$ cat config.mk
export PLATFORM = sky130hd
export DESIGN_NAME = mandel_collector
export DESIGN_NICKNAME = d
export VERILOG_FILES = /design/src/rtl/mandel_collector.sv
export SDC_FILE = /design/constraint.sdc
export NUM_CORES = 1
export LEC_CHECK = 0
export CORE_AREA = 4 4 159 84
export DETAILED_ROUTE_END_ITERATION = 10
export DIE_AREA = 0 0 163 88
export GPL_TIMING_DRIVEN = 0
export PLACE_DENSITY_LB_ADDON = 0.2
export SETUP_SLACK_MARGIN = 0.4
export SKIP_CTS_REPAIR_TIMING = 1
export SLEW_MARGIN = 40
export SYNTH_ARGS = -nofsm -noshare
export SYNTH_HDL_FRONTEND = slang
export SYNTH_SLANG_ARGS = --single-unit
$ cat constraint.sdc
create_clock -name clk -period 5.3 [get_ports clk]
set_clock_uncertainty 0.1 [all_clocks]
set_input_delay 1.325 -clock clk [delete_from_list [all_inputs] [get_ports clk]]
set_output_delay 1.325 -clock clk [all_outputs]
set_load 0.1 [all_outputs]
$ cat src/rtl/mandel_collector.sv
// mandel_collector
//   Gathers one batch of NUM_ENGINES iteration counts from the parallel fractal
//   engines. Once every engine reports done, it latches the batch and pulses
//   fin_flag for one cycle. It then streams the batch out as raster-ordered
//   pixels on a valid/ready interface.
//
// Ports
//   clk, reset   clock; synchronous active-high reset
//   eng_done     per-engine result-valid level (all ones triggers capture)
//   eng_iter     per-engine iteration counts (unpacked array)
//   fin_flag     one-cycle pulse, batch captured, engines may start next batch
//   out_data     iteration count of the current pixel (0 when not valid)
//   out_x/out_y  raster coordinates of the current pixel
//   out_sof      beat carries pixel (0,0)
//   out_eol      beat carries the last column of a line
//   out_valid    beat valid
//   out_ready    downstream accepts the beat
//   frame_done   one-cycle pulse after the last pixel of a frame is accepted
module mandel_collector #(
  parameter int unsigned PIXEL_DATA_WIDTH = 10,
  parameter int unsigned SCREEN_WIDTH     = 640,
  parameter int unsigned SCREEN_HEIGHT    = 480,
  parameter int unsigned NUM_ENGINES      = 12,
  parameter int unsigned ITER_WIDTH       = 8
) (
  input  logic                        clk,
  input  logic                        reset,
  input  logic [NUM_ENGINES-1:0]      eng_done,
  input  logic [ITER_WIDTH-1:0]       eng_iter [NUM_ENGINES],
  output logic                        fin_flag,
  output logic [ITER_WIDTH-1:0]       out_data,
  output logic [PIXEL_DATA_WIDTH-1:0] out_x,
  output logic [PIXEL_DATA_WIDTH-1:0] out_y,
  output logic                        out_sof,
  output logic                        out_eol,
  output logic                        out_valid,
  input  logic                        out_ready,
  output logic                        frame_done
);

  localparam int unsigned IDX_W = (NUM_ENGINES > 1) ? $clog2(NUM_ENGINES) : 1;
  localparam logic [IDX_W-1:0]            IDX_LAST = IDX_W'(NUM_ENGINES - 1);
  localparam logic [PIXEL_DATA_WIDTH-1:0] X_LAST   = PIXEL_DATA_WIDTH'(SCREEN_WIDTH - 1);
  localparam logic [PIXEL_DATA_WIDTH-1:0] Y_LAST   = PIXEL_DATA_WIDTH'(SCREEN_HEIGHT - 1);

  typedef enum logic {WAIT, DRAIN} state_t;

  state_t                      state;
  logic [IDX_W-1:0]            index;
  logic [ITER_WIDTH-1:0]       batch_buf [NUM_ENGINES];
  logic [PIXEL_DATA_WIDTH-1:0] x;
  logic [PIXEL_DATA_WIDTH-1:0] y;

  always_ff @(posedge clk) begin
    if (reset) begin
      state      <= WAIT;
      index      <= '0;
      x          <= '0;
      y          <= '0;
      fin_flag   <= 1'b0;
      out_valid  <= 1'b0;
      frame_done <= 1'b0;
      for (int unsigned i = 0; i < NUM_ENGINES; i++) begin
        batch_buf[i] <= '0;
      end
    end else begin
      fin_flag   <= 1'b0;
      frame_done <= 1'b0;
      case (state)
        WAIT: begin
          if (&eng_done) begin
            for (int unsigned i = 0; i < NUM_ENGINES; i++) begin
              batch_buf[i] <= eng_iter[i];
            end
            index     <= '0;
            state     <= DRAIN;
            out_valid <= 1'b1;
            fin_flag  <= 1'b1;
          end
        end
        DRAIN: begin
          // out_valid is high throughout DRAIN, so out_ready alone marks acceptance
          if (out_ready) begin
            index <= index + 1'b1;
            if (x == X_LAST) begin
              x <= '0;
              y <= (y == Y_LAST) ? '0 : y + 1'b1;
            end else begin
              x <= x + 1'b1;
            end
            frame_done <= (x == X_LAST) && (y == Y_LAST);
            if (index == IDX_LAST) begin
              index     <= '0;
              state     <= WAIT;
              out_valid <= 1'b0;
            end
          end
        end
        default: state <= WAIT;
      endcase
    end
  end

  always_comb begin
    out_data = out_valid ? batch_buf[index] : '0;
    out_x    = x;
    out_y    = y;
    out_sof  = out_valid && (x == '0) && (y == '0);
    out_eol  = out_valid && (x == X_LAST);
  end

endmodule

==> results of run 1 <==
[through the flow]
stage,utilization,std cells,total power [mW]
after detailed placement,0.629,779,1.28
after floorplan,-,470,1.18
final,0.680,811,2.45
after CTS,0.680,811,2.47
after global placement,0.639,777,1.28
after global routing,0.680,811,2.53
[per-layer routing]
| layer | up-vias | GRT usage | wire [um] |
|---|---|---|---|
| met3 | 16 | 0.0762 | 947 |
| met2 | 119 | 0.355 | 7000 |
| met5 | - | 0 | 0 |
| met4 | 0 | 0.0586 | 144 |
| li1 | 2047 | - | - |
| met1 | 2116 | 0.266 | 6380 |
[state kept, by name, indices dropped and copies added (netlist names), named ones only]
register and cells:
batch_buf 96, out_x 10, out_y 10, index 4, fin_flag 1, frame_done 1
out_valid 1, state 1
[final cells by class]
type | instances | share of cell area
multi-input combinational | 306 | 0.270
inverter | 11 | 0.00516
clock buffer | 20 | 0.0570
sequential | 128 | 0.440
tap | 165 | 0.0258
timing repair buffer | 144 | 0.162
buffer | 25 | 0.0223
clock inverter | 12 | 0.0177
[power breakdown]
group	total [mW]	switching, mW	leakage, nW	internal, mW
logic	0.133	0.0432	1.45	0.0901
registers	1.13	0.0109	1.17	1.12
clock network	1.19	0.434	0.299	0.759
[cells in the final DEF (no fill, tap or decap), drive strengths merged, types with 6 or more instances in the layout]
master	n
dfxtp	32
and2	80
o21ai	12
mux2i	14
clkbuf	28
inv	11
nand2	29
xor2	8
nor2b	17
nand4	11
edfxtp	96
nor3	7
o22ai	6
mux4	17
a21oi	20
nand3	21
nor2	23
buf	52
clkinv	8
clkdlybuf4s50	109
[tightest hold or removal path, cell delays in order (launching register included)]
cell and delay, ns:
dfxtp_1 0.35, nand2_1 0.07, a21oi_1 0.05
[worst paths after layout]
path | to | depth (start not counted)
max | out_data[6] | 7
min | out_x[1] | 2
max reg2reg | batch_buf[5][0] | 7
min reg2reg | out_x[1] | 2
[cell families (layout without fill, tap and decap cells)]
logic type / after synthesis / in the layout / synth area share
and+or+nand+nor: 211 / 211 / 0.202
DFF: 128 / 128 / 0.598
AOI/OAI and AO/OA: 50 / 50 / 0.0497
buffers and inverters: 36 / 212 / 0.0374
muxes: 32 / 32 / 0.0906
xor gates and xnor gates: 8 / 8 / 0.0119
adders and majority gates: 5 / 5 / 0.0106
==> reports/results.txt, run 1 <==
Worst-path clk slew = 0.05 ns
placed cell area = 7410 um2
outcome = finished clean
HP Start = out_x[1]
final setup TNS = 0 ns
Die X = 163 um
crit-path most repeated cell = buf_2
sequential element share of the synthesized area = 0.598
footprint of the multi-input gates = 2160 um2
WP buf/inv = 4
crit path cell chain = clkbuf_1 -> buf_4 -> buf_2 -> mux4_2 -> o21ai_0 -> a31oi_1 -> buf_2
HP Class = register to register
core box area = 11800 um2
worst endpoint required time = 3.88 ns
critical path arrival = 2.73 ns
syn_area_per_cell = 12.5 um2
Max Freq = 0.241 GHz
DP Worst Slack = 1.40 ns
Root Buffer = clkbuf_16
Syn Inst Count = 470
number of buffers created by CTS = 17
syn_nets = 586
CTS Sinks = 128
H-tree Lvls = 4
Synth area leader = edfxtp_1
Vias = 4298
GRT Residual Overflow = 0
Fillers = 897
crit-path max FO = 10
Hold WS = 0.415 ns
vias in the first global route = 4409
DRC = 0
Critical Path Max Stage Delay = 0.45 ns
port bufs = 142
total of max-cap violations = 0
Synth area leaders = edfxtp_1 49%, dfxtp_1 11%, and2_1 8.5%
RSZ-0062 raised after global routing = no
first-pass GRT wire length = 22.7 mm
Slew Limit Headroom = 0.543
Synth cell types = 43
effective utilization at floorplan = 0.501
io pins = 144
r2r setup slk = 2.69 ns
TritonCTS clock tree = built
Reg2Reg Launch Point = state
n_diodes = 0
antenna violations before repair = 0
Post-DRT Antenna Nets = 0
vias per cell = 5.30
fin area = 8010 um2
largest net degree at the start of global routing = 36
DP HPWL = 10.5 mm
worst-margin pin slew = 0.683 ns
Final Hold Viols = 0
Synth warnings = 0
Area growth syn-to-layout = 35.9%
Slew Viols, Final = 0
Worst Setup Start Kind = register
most common cell in the netlist = edfxtp_1
drt wl/cell = 17.8 um
Rows = 28
Tcrit/Tclk final = 0.784
crit path capture type = output port
Register Area = 3520 um2
PnR worst setup slack = 1.14 ns
die area = 14300 um2
ys async rst share = 0
VDD IR max = 199 uV
area share of the largest cell type after synthesis = 0.489
number of synthesized register bits = 128
PwrDens = 306 nW/um2
Tmin final = 4.16 ns
layout cells sized above 1 = 0.164
clock buffer depth = 2
Worst-Skew Late Latency = 0.41 ns
Initial DRT Pass Iterations = 5
WL final = 14.5 mm
combined area of all synthesized cells = 5890 um2
GRT Total Usage = 0.212
ys flop type = edfxtp_1
DRT iter0 DRCs = 279
CP top delay family = buffers and inverters
Post-synth top cells = 96 x edfxtp_1, 80 x and2_1, 32 x dfxtp_1, 29 x nand2_1, 22 x nor2_1
GP Congestion = 0.863
Slowest cell on crit path = buf_2
Nets = 749
Setup CP Type = register to output port
Die Span Y = 88 um
Setup-failing EPs final = 0
leakage power of the design = 2.92 nW
EDFF count, synth = 96
No activity file was read; power rests on OpenSTA's default activity.
==> inputs of run 2 (changes only) <==
CORE_AREA = 4 4 167 88   (was 4 4 159 84)
DIE_AREA = 0 0 171 92   (was 0 0 163 88)
clock period = 3.4 ns   (was 5.3 ns; I/O delays follow)
==> reports/results.txt, run 2 (synthesized netlist as in run 1, its figures left out) <==
clock buffer depth = 2 (unchanged)
Setup-failing EPs final = 0 (unchanged)
Post-DRT Antenna Nets = 0 (unchanged)
PnR worst setup slack = 0.428 ns (was 1.14 ns)
crit path capture type = output port (unchanged)
most common cell after layout, fill and taps aside = clkdlybuf4s50_1 (unchanged)
Die X = 171 um (was 163 um)
r2r setup slk = 1.03 ns (was 2.69 ns)
GP Congestion = 0.835 (was 0.863)
worst-margin pin slew = 0.719 ns (was 0.683 ns)
crit path cell chain = buf_8 -> mux4_2 -> o21ai_1 -> a21oi_4 -> buf_12 (was clkbuf_1 -> buf_4 -> buf_2 -> mux4_2 -> o21ai_0 -> a31oi_1 -> buf_2)
R2R Path End = batch_buf[2][7] (was batch_buf[5][0])
n_diodes = 0 (unchanged)
GR Util met1 = 0.319 (was 0.266)
CTS Sinks = 128 (unchanged)
hold endpoint = out_x[1] (unchanged)
H-tree Lvls = 4 (unchanged)
CP top delay family = multiplexers (was buffers and inverters)
Rows = 30 (was 28)
DP Worst Slack = 0.0954 ns (was 1.40 ns)
core box area = 13300 um2 (was 11800 um2)
vias in the first global route = 4392 (was 4409)
met2 Usage GRT = 0.280 (was 0.355)
port bufs = 142 (unchanged)
WP buf/inv = 2 (was 4)
RSZ-0062 raised after global routing = yes (was no)
first-pass GRT wire length = 24.4 mm (was 22.7 mm)
DRC = 0 (unchanged)
die area = 15700 um2 (was 14300 um2)
Critical Path Max Stage Delay = 0.53 ns (was 0.45 ns)
leakage power of the design = 3.03 nW (was 2.92 nW)
Seq pwr share = 0.451 (was 0.460)
Internal Pwr Total = 3.06 mW (was 1.97 mW)
Nets = 754 (was 749)
effective utilization at floorplan = 0.444 (was 0.501)
Tmin final = 2.97 ns
HP Start = out_x[1] (unchanged)
placed cell area = 7510 um2 (was 7410 um2)
Worst R2R Path Depth = 5 (was 7)
Final Hold Viols = 0 (unchanged)
Area growth syn-to-layout = 44.2% (was 35.9%)
crit-path max FO = 10 (unchanged)
HP Class = register to register (unchanged)
VDD IR max = 344 uV (was 199 uV)
io pins = 144 (unchanged)
Root Buffer = clkbuf_16 (unchanged)
global route hottest layer = met1 (was met2)
outcome = finished clean (unchanged)
fin area = 8500 um2 (was 8010 um2)
Reg2Reg Launch Point = state (unchanged)
critical path arrival = 2.02 ns (was 2.73 ns)
layout cells sized above 1 = 0.244 (was 0.164)
Most flops, register = batch_buf (unchanged)
TritonCTS clock tree = built (unchanged)
Slowest cell on crit path = mux4_2 (was buf_2)
GRT Residual Overflow = 0 (unchanged)
Initial DRT Pass Iterations = 5 (unchanged)
number of flip-flops in the largest register = 96 (unchanged)
Vias = 4451 (was 4298)
Worst Setup Start Kind = register (unchanged)
WL final = 16.2 mm (was 14.5 mm)
largest net degree at the start of global routing = 97 (was 36)
number of buffers created by CTS = 17 (unchanged)
DRT iter0 DRCs = 477 (was 279)
most frequent cells in the layout = 109 x clkdlybuf4s50_1, 96 x edfxtp_1, 80 x and2_1 (unchanged)
antenna violations before repair = 0 (unchanged)
Tcrit/Tclk final = 0.874
vias per cell = 5.38 (was 5.30)
met3 GRT Util = 0.0603 (was 0.0762)
Clk pwr share = 0.493 (was 0.486)
Die Span Y = 92 um (was 88 um)
worst hold stages = 2 (unchanged)
Logic pwr share = 0.057 (was 0.054)
Slew Viols, Final = 0 (unchanged)
total of max-cap violations = 0 (unchanged)
DP HPWL = 11.6 mm (was 10.5 mm)
worst endpoint required time = 2.45 ns (was 3.88 ns)
Psw = 0.842 mW (was 0.488 mW)
Worst-path clk slew = 0.06 ns (was 0.05 ns)
Slew Limit Headroom = 0.521 (was 0.543)
Setup CP Type = register to output port (unchanged)
Sw Share = 0.216 (was 0.199)
PwrDens = 459 nW/um2 (was 306 nW/um2)
drt wl/cell = 19.6 um (was 17.8 um)
Max Freq = 0.336 GHz
Worst-Skew Late Latency = 0.41 ns (about the same)
GRT Total Usage = 0.205 (was 0.212)
run 2: cell types whose count changed in the layout (fill, tap and decap cells not counted), moves of 7 or more:
| cell | previous run | this run |
|---|---|---|
| dfxtp_2 | 0 | 9 |
| dfxtp_1 | 32 | 22 |
| nor2_1 | 22 | 14 |
| o21ai_0 | 12 | 4 |
| a21oi_1 | 20 | 13 |
| clkinv_2 | 7 | 0 |
| buf_2 | 38 | 25 |
run 2: worst reg2reg max path: stages, from the launching register on:
cell      delay [ns]
dfxtp_1         0.32
buf_6           0.14
nand4b_1        0.16
or4_4           0.52
buf_6           0.17
nand2_8         0.51
run 2: layout make-up:
| type | count | area (um2) |
|---|---|---|
| inverters | 11 | 45.0 |
| multi-input cells | 306 | 2390 |
| flip-flops and latches | 128 | 3540 |
| repair buffers | 149 | 1450 |
| fillers | 1006 | 4790 |
| well taps | 176 | 220 |
| clock inverters | 15 | 198 |
| clock buffers | 17 | 425 |
| plain buffers | 25 | 241 |
run 2: how the worst max path moves through the flow:
stage | end | slack [ns] | cells after the start
5_1_grt | out_data[4] | 0.31 | 5
3_5_place_dp | out_data[5] | 0.1 | 7
2_1_floorplan | out_sof | 0.34 | 4
4_1_cts | out_data[5] | -0.36 | 7
6_report | out_data[4] | 0.43 | 5
3_3_place_gp | out_data[5] | -0.56 | 7
run 2: routing by layer:
metal,wire (um),up-vias
met1,8150,2186
met5,0,-
met4,99,0
met3,1200,11
met2,6740,191
li1,-,2063
run 2: through the flow:
| step | TNS (ns) | cells | hold WS (ns) | total power, mW | util |
|---|---|---|---|---|---|
| 2_1_floorplan | 0 | 470 | 0.385 | 1.85 | - |
| 3_3_place_gp | -11.24 | 788 | 0.368 | 2.00 | 0.577 |
| 3_5_place_dp | 0 | 788 | 0.388 | 2.01 | 0.565 |
| 4_1_cts | -2.38 | 820 | 0.399 | 3.91 | 0.612 |
| 5_1_grt | 0 | 827 | 0.426 | 4.01 | 0.640 |
| 6_report | 0 | 827 | 0.391 | 3.90 | 0.640 |
run 2: power by group through the flow:
stage | clock network [mW] | logic, mW | registers, mW
after global placement | 0 | 0.211 | 1.79
after CTS | 1.93 | 0.216 | 1.76
after detailed placement | 0 | 0.215 | 1.79
final | 1.92 | 0.221 | 1.76
after global routing | 2.01 | 0.233 | 1.76
after floorplan | 0 | 0.0619 | 1.78
